==> config.mk <==
export PLATFORM = sky130hd
export DESIGN_NAME = line_fetch_sched
export DESIGN_NICKNAME = d
export VERILOG_FILES = /design/src/rtl/line_fetch_sched.sv
export SDC_FILE = /design/constraint.sdc
export NUM_CORES = 1
export LEC_CHECK = 0
export BUFFER_PORTS_ARGS = -buffer_cell sky130_fd_sc_hd__buf_2
export CORE_ASPECT_RATIO = 0.5
export CORE_MARGIN = 1.5
export CORE_UTILIZATION = 61
export DETAILED_ROUTE_END_ITERATION = 8
export PLACE_DENSITY_LB_ADDON = 0.15
export SLEW_MARGIN = 40
export SYNTH_ARGS = -nofsm -noshare
export SYNTH_HDL_FRONTEND = slang
export SYNTH_SLANG_ARGS = --single-unit
export TNS_END_PERCENT = 5
==> constraint.sdc <==
create_clock -name clk_pix -period 3.7 [get_ports clk_pix]
set_input_delay 0.74 -clock clk_pix [delete_from_list [all_inputs] [get_ports clk_pix]]
set_output_delay 0.74 -clock clk_pix [all_outputs]
set_load 0.03 [all_outputs]
==> src/rtl/line_fetch_sched.sv <==
// Scanline prefetch scheduler: at each trigger point it burst-reads the next
// displayed line from video memory into the back half of a double line buffer.
module line_fetch_sched #(
  parameter int CORDW   = 11,
  parameter int V_RES   = 720,
  parameter int V_TOTAL = 741,
  parameter int TRIG_X  = 0,
  parameter int WORDS   = 160,
  parameter int BURST   = 16,
  parameter int STRIDE  = 160,
  parameter int BASE    = 0,
  parameter int ADDRW   = 20
) (
  input  logic                      clk_pix,
  input  logic                      rst_pix,
  input  logic                      enable,
  input  logic [CORDW-1:0]          sx,
  input  logic [CORDW-1:0]          sy,
  output logic                      mem_req,
  output logic [ADDRW-1:0]          mem_addr,
  input  logic                      mem_ready,
  input  logic                      rd_valid,
  output logic                      buf_wr_en,
  output logic [$clog2(WORDS)-1:0]  buf_wr_addr,
  output logic                      buf_sel,
  output logic                      disp_sel,
  output logic                      busy,
  output logic                      underrun
);

  localparam int WAW    = $clog2(WORDS);
  localparam int NBURST = WORDS / BURST;
  localparam int BCW    = $clog2(NBURST + 1);
  localparam int RCW    = $clog2(WORDS + 1);

  typedef enum logic [1:0] {IDLE, REQ, WAIT} state_t;

  state_t           state_q, state_d;
  logic [ADDRW-1:0] line_addr_q, line_addr_d;
  logic [ADDRW-1:0] req_addr_q, req_addr_d;
  logic [BCW-1:0]   burst_cnt_q, burst_cnt_d;
  logic [RCW-1:0]   ret_cnt_q, ret_cnt_d;
  logic             buf_sel_q, buf_sel_d;
  logic             disp_sel_q, disp_sel_d;
  logic             underrun_q, underrun_d;

  logic             at_last_line;
  logic             trigger;
  logic             target_lsb;
  logic [ADDRW-1:0] next_line_addr;
  logic             hs;
  logic             wr_fire;
  logic             last_burst;
  logic             ret_done;

  // Trigger decode: the line after the last frame line wraps to line 0.
  always_comb begin
    at_last_line   = (sy == CORDW'(V_TOTAL - 1));
    trigger        = enable && (sx == CORDW'(TRIG_X)) &&
                     ((sy < CORDW'(V_RES - 1)) || at_last_line);
    target_lsb     = at_last_line ? 1'b0 : ~sy[0];
    next_line_addr = at_last_line ? ADDRW'(BASE) : line_addr_q + ADDRW'(STRIDE);
  end

  always_comb begin
    hs         = (state_q == REQ) && mem_ready;
    wr_fire    = rd_valid && (state_q != IDLE) && (ret_cnt_q < RCW'(WORDS));
    last_burst = (burst_cnt_q == BCW'(NBURST - 1));
    ret_done   = (wr_fire && (ret_cnt_q == RCW'(WORDS - 1))) ||
                 (ret_cnt_q == RCW'(WORDS));
  end

  always_ff @(posedge clk_pix or posedge rst_pix) begin
    if (rst_pix) begin
      state_q     <= IDLE;
      line_addr_q <= ADDRW'(BASE);
      req_addr_q  <= '0;
      burst_cnt_q <= '0;
      ret_cnt_q   <= '0;
      buf_sel_q   <= 1'b0;
      disp_sel_q  <= 1'b0;
      underrun_q  <= 1'b0;
    end else begin
      state_q     <= state_d;
      line_addr_q <= line_addr_d;
      req_addr_q  <= req_addr_d;
      burst_cnt_q <= burst_cnt_d;
      ret_cnt_q   <= ret_cnt_d;
      buf_sel_q   <= buf_sel_d;
      disp_sel_q  <= disp_sel_d;
      underrun_q  <= underrun_d;
    end
  end

  always_comb begin
    state_d = state_q;
    case (state_q)
      IDLE:    if (trigger) state_d = REQ;
      REQ:     if (hs && last_burst) state_d = WAIT;
      WAIT:    if (ret_done) state_d = IDLE;
      default: state_d = IDLE;
    endcase
  end

  // The accumulator advances on every trigger, even a dropped one, so the
  // next accepted line still lands on the right address.
  always_comb begin
    line_addr_d = line_addr_q;
    req_addr_d  = req_addr_q;
    burst_cnt_d = burst_cnt_q;
    ret_cnt_d   = ret_cnt_q;
    buf_sel_d   = buf_sel_q;
    disp_sel_d  = sy[0];
    underrun_d  = trigger && (state_q != IDLE);
    if (trigger) line_addr_d = next_line_addr;
    if ((state_q == IDLE) && trigger) begin
      req_addr_d  = next_line_addr;
      burst_cnt_d = '0;
      ret_cnt_d   = '0;
      buf_sel_d   = target_lsb;
    end
    if (hs) begin
      req_addr_d  = req_addr_q + ADDRW'(BURST);
      burst_cnt_d = burst_cnt_q + 1'b1;
    end
    if (wr_fire) ret_cnt_d = ret_cnt_q + 1'b1;
  end

  always_comb begin
    mem_req     = (state_q == REQ);
    mem_addr    = (state_q == REQ) ? req_addr_q : '0;
    busy        = (state_q != IDLE);
    buf_wr_en   = wr_fire;
    buf_wr_addr = ret_cnt_q[WAW-1:0];
    buf_sel     = buf_sel_q;
    disp_sel    = disp_sel_q;
    underrun    = underrun_q;
  end

endmodule

==> impl_results.md <==
* Worst Tran Pin Value at between 0.7 and 0.8 ns
* Largest net degree at the start of global routing at 33
* IO Count at 61
* Post-Syn Area per Cell at 9.256 um^2
* Port bufs at 60
* Syn Nets at 408
* Simple-Gate Fraction of Synth Area at 26.78%
* Worst min path class: input port to asynchronous set/reset pin
* Placer Congestion at 0.8590
* Total die area at just over 6000 um^2
* Rows at 19
* WL per Instance at ~17 um
* Antenna diode count at 0
* Post-cts resize count at 0
* P_leak at 0.001842 uW
* Detailed placement HPWL at just over 6 mm
* DRC at 0
* Clk buf depth at 2
* CP Launch Type: flop
* Final Skew at ~0.0043 ns
* Final Cycle Share at 69.72%
* DP Area at 3787 um^2
* Hold_buf cts at 0
* Via Count at roughly 3,200
* Die width at 109.7 um
* Final setup viols at 0
* Post-route ant nets at 0
* Worst-path fanout max at 9
* Root buffer cell: clkbuf_16
* Num CTS Buffers at 9
* Endpoint type of the worst setup path: output port
* Worst vdd ir at 0.0005143 V
* Fin. max-slew vios at 0
* TritonRoute pass-1 iters at 5
* First-pass GRT wire length at 14.35 mm
* XOR/XNOR Fraction of Synth Area at 5.804%
* Grt met3 use at 7.666%
* Main combinational cell family by area after synthesis: simple AND/OR/NAND/NOR gates
* Initial Util at approximately 63%
* Post-Route WL at 8.580 mm
* Final setup TNS at 0 ns
* Fin nets at between 400 and 500
* Share of cells above drive strength 1 at 23.11%
* H-tree Lvls at 3
* Most used routing layer: met2
* Worst Path Arrival at between 1.5 and 2 ns
* Ys Warns at 0
* Largest area contributor in the netlist: dfrtp_1
* Max-slew headroom at 48.54%
* Most common cell in the netlist: dfrtp_1
* Grt total ovfl at 0
* Prevailing post-synth register cell: dfrtp_1
* Synth cell count leaders: dfrtp_1 (57), nand2_1 (38), nand3_1 (28), nor2_1 (28), o21ai_0 (22)
* Post-CTS Setup Bufs at 0
* Number of global-route vias before repair at slightly above 3,000
* Power Density at 398.9 nW/um^2
* CTS tree: yes
* Tot GR Track Use at between 30% and 40%
* Post-synth ARST share at 100.0%
* Design area at between 4000 and 5000 um^2
* Antenna violations before repair at 0
* Top post-synthesis cells by area: dfrtp_1 (41%), nand2_1 (4.1%), nand3_1 (4.0%), and2_1 (3.8%), o21ai_0 (3.2%)
* Number of distinct library cells after synthesis at 64
* FF+latch count, synth at 57
* Critical Path RT at ~3 ns
* Die Y-Extent at 56.34 um
* Final hold violation count at 0
* M2 GR Usage at 49.16%
* Max-Cap Viols at 0
* Cells after synthesis at 375
* Status: finished clean
* Core area at 5492 um^2
* Sequential share of the synthesized area at 41.10%
* Complex-gate fraction of the synthesized area at 18.17%
* Clock latency on the worst-skew pair at 0.32 ns
* CTS sink cnt at 57
* FMAX at 387.7 MHz
* Adder-cell share of the synthesized area at around 2.2%
* Post-synthesis mux area share at ~1.8%
* Share of the synthesized area in the top cell type at 41.10%
* P&R area growth vs syn at 17.30%
* Mapped cell area at 3471 um^2
* Via density at around 6
* Initial DRC Count at 402
* Minimum clock period at 2.580 ns
* Clock slew at reported path FFs at 0.05 ns
* Post-synth EDFFs at 0
* RSZ-0062 raised after global routing: no
* Met1 Use GR at roughly two fifths
* Crit Path Category: flop to output port
-- cell type report --
cell class	instances	area, um^2
timing repair buffer	64	330.3
multi-input combinational	289	1907
clock buffer	13	260.3
sequential	57	1426
clock inverter	3	15.01
fill	392	1420
tap	73	91.34
inverter	11	41.29
-- metrics by stage --
step	hold WS (ns)	instances	utilization, %	worst slack, ns	total power [uW]
after floorplan	0.4304	375	-	1.560	814.7
after global placement	0.4431	494	68.97	1.105	869.7
after detailed placement	0.4478	494	68.97	1.026	879.1
after CTS	0.4584	510	73.98	1.150	1631
after global routing	0.4949	510	74.14	1.074	1686
final	0.4486	510	74.14	1.120	1624
-- cell families (layout without fill, tap and decap cells) --
logic type	Yosys count	after routing
compound gates	85	85
xor+xnor	23	23
buf+inv	29	91
flops	57	57
simple gates	169	169
mux	6	6
fa+ha+maj	6	6
-- power by group --
part	switching [uW]	internal (uW)	leakage [uW]
clock network	266	485	0.000139
logic	122	58.8	0.000936
registers	43.1	650	0.000766
total	431	1190	0.00184
-- sequential cells by signal (all words and copies together) (netlist names) --
name and flops:
state_q 2, underrun 1, line_addr_q 20, burst_cnt_q 4, buf_sel 1, buf_wr_addr 8, disp_sel 1, req_addr_q 20
-- worst max-delay path, cell delays in order, from the launching register on --
cell and delay, ns:
dfrtp_1 0.40, o21ai_0 0.63, nor2_2 0.24, buf_2 0.25
-- per-layer routing --
metal,wire length [um],part of all wire (%),up-vias
met1,3790,44,1494
met4,81,0.94,0
met2,4030,47,166
li1,-,-,1478
met5,0,0,-
met3,677,7.9,16
-- path summary, 6_finish.rpt --
kind,slack (ns),cells after the start,from,to
worst max-delay path,1.12,3,state_q[0]$_DFFE_PP0P_,buf_wr_en
worst min-delay path,0.45,2,rst_pix,buf_wr_addr[3]$_DFFE_PP0P_
worst max register to register,1.55,5,state_q[0]$_DFFE_PP0P_,req_addr_q[13]$_DFFE_PP0P_
worst min register to register,0.46,2,req_addr_q[1]$_DFFE_PP0P_,req_addr_q[1]$_DFFE_PP0P_
max in group asynchronous,2.44,3,rst_pix,line_addr_q[10]$_DFFE_PP0N_
min in group clk_pix,0.46,2,req_addr_q[1]$_DFFE_PP0P_,req_addr_q[1]$_DFFE_PP0P_
-- cell usage in the layout, fill, tap and decap left out, types with 3 or more instances in the layout --
cell type   n
nor4_2      4
and3_1      4
a22o_1      4
mux2i_1     5
a211oi_1    3
clkbuf_16   9
nand4_1     8
nor2_1     28
clkinv_2    3
o31ai_1     7
a21oi_1    18
ha_1        6
nand2_1    38
o21a_1      3
nand3b_1    3
nor3_1      7
nand3_1    28
inv_1      10
buf_2      60
o21ai_0    22
a221o_1     5
xnor2_1    12
buf_4       4
dfrtp_1    57
xor2_1     11
and2_1     21
nor2b_1     6
(Power assumes the default switching activity.)
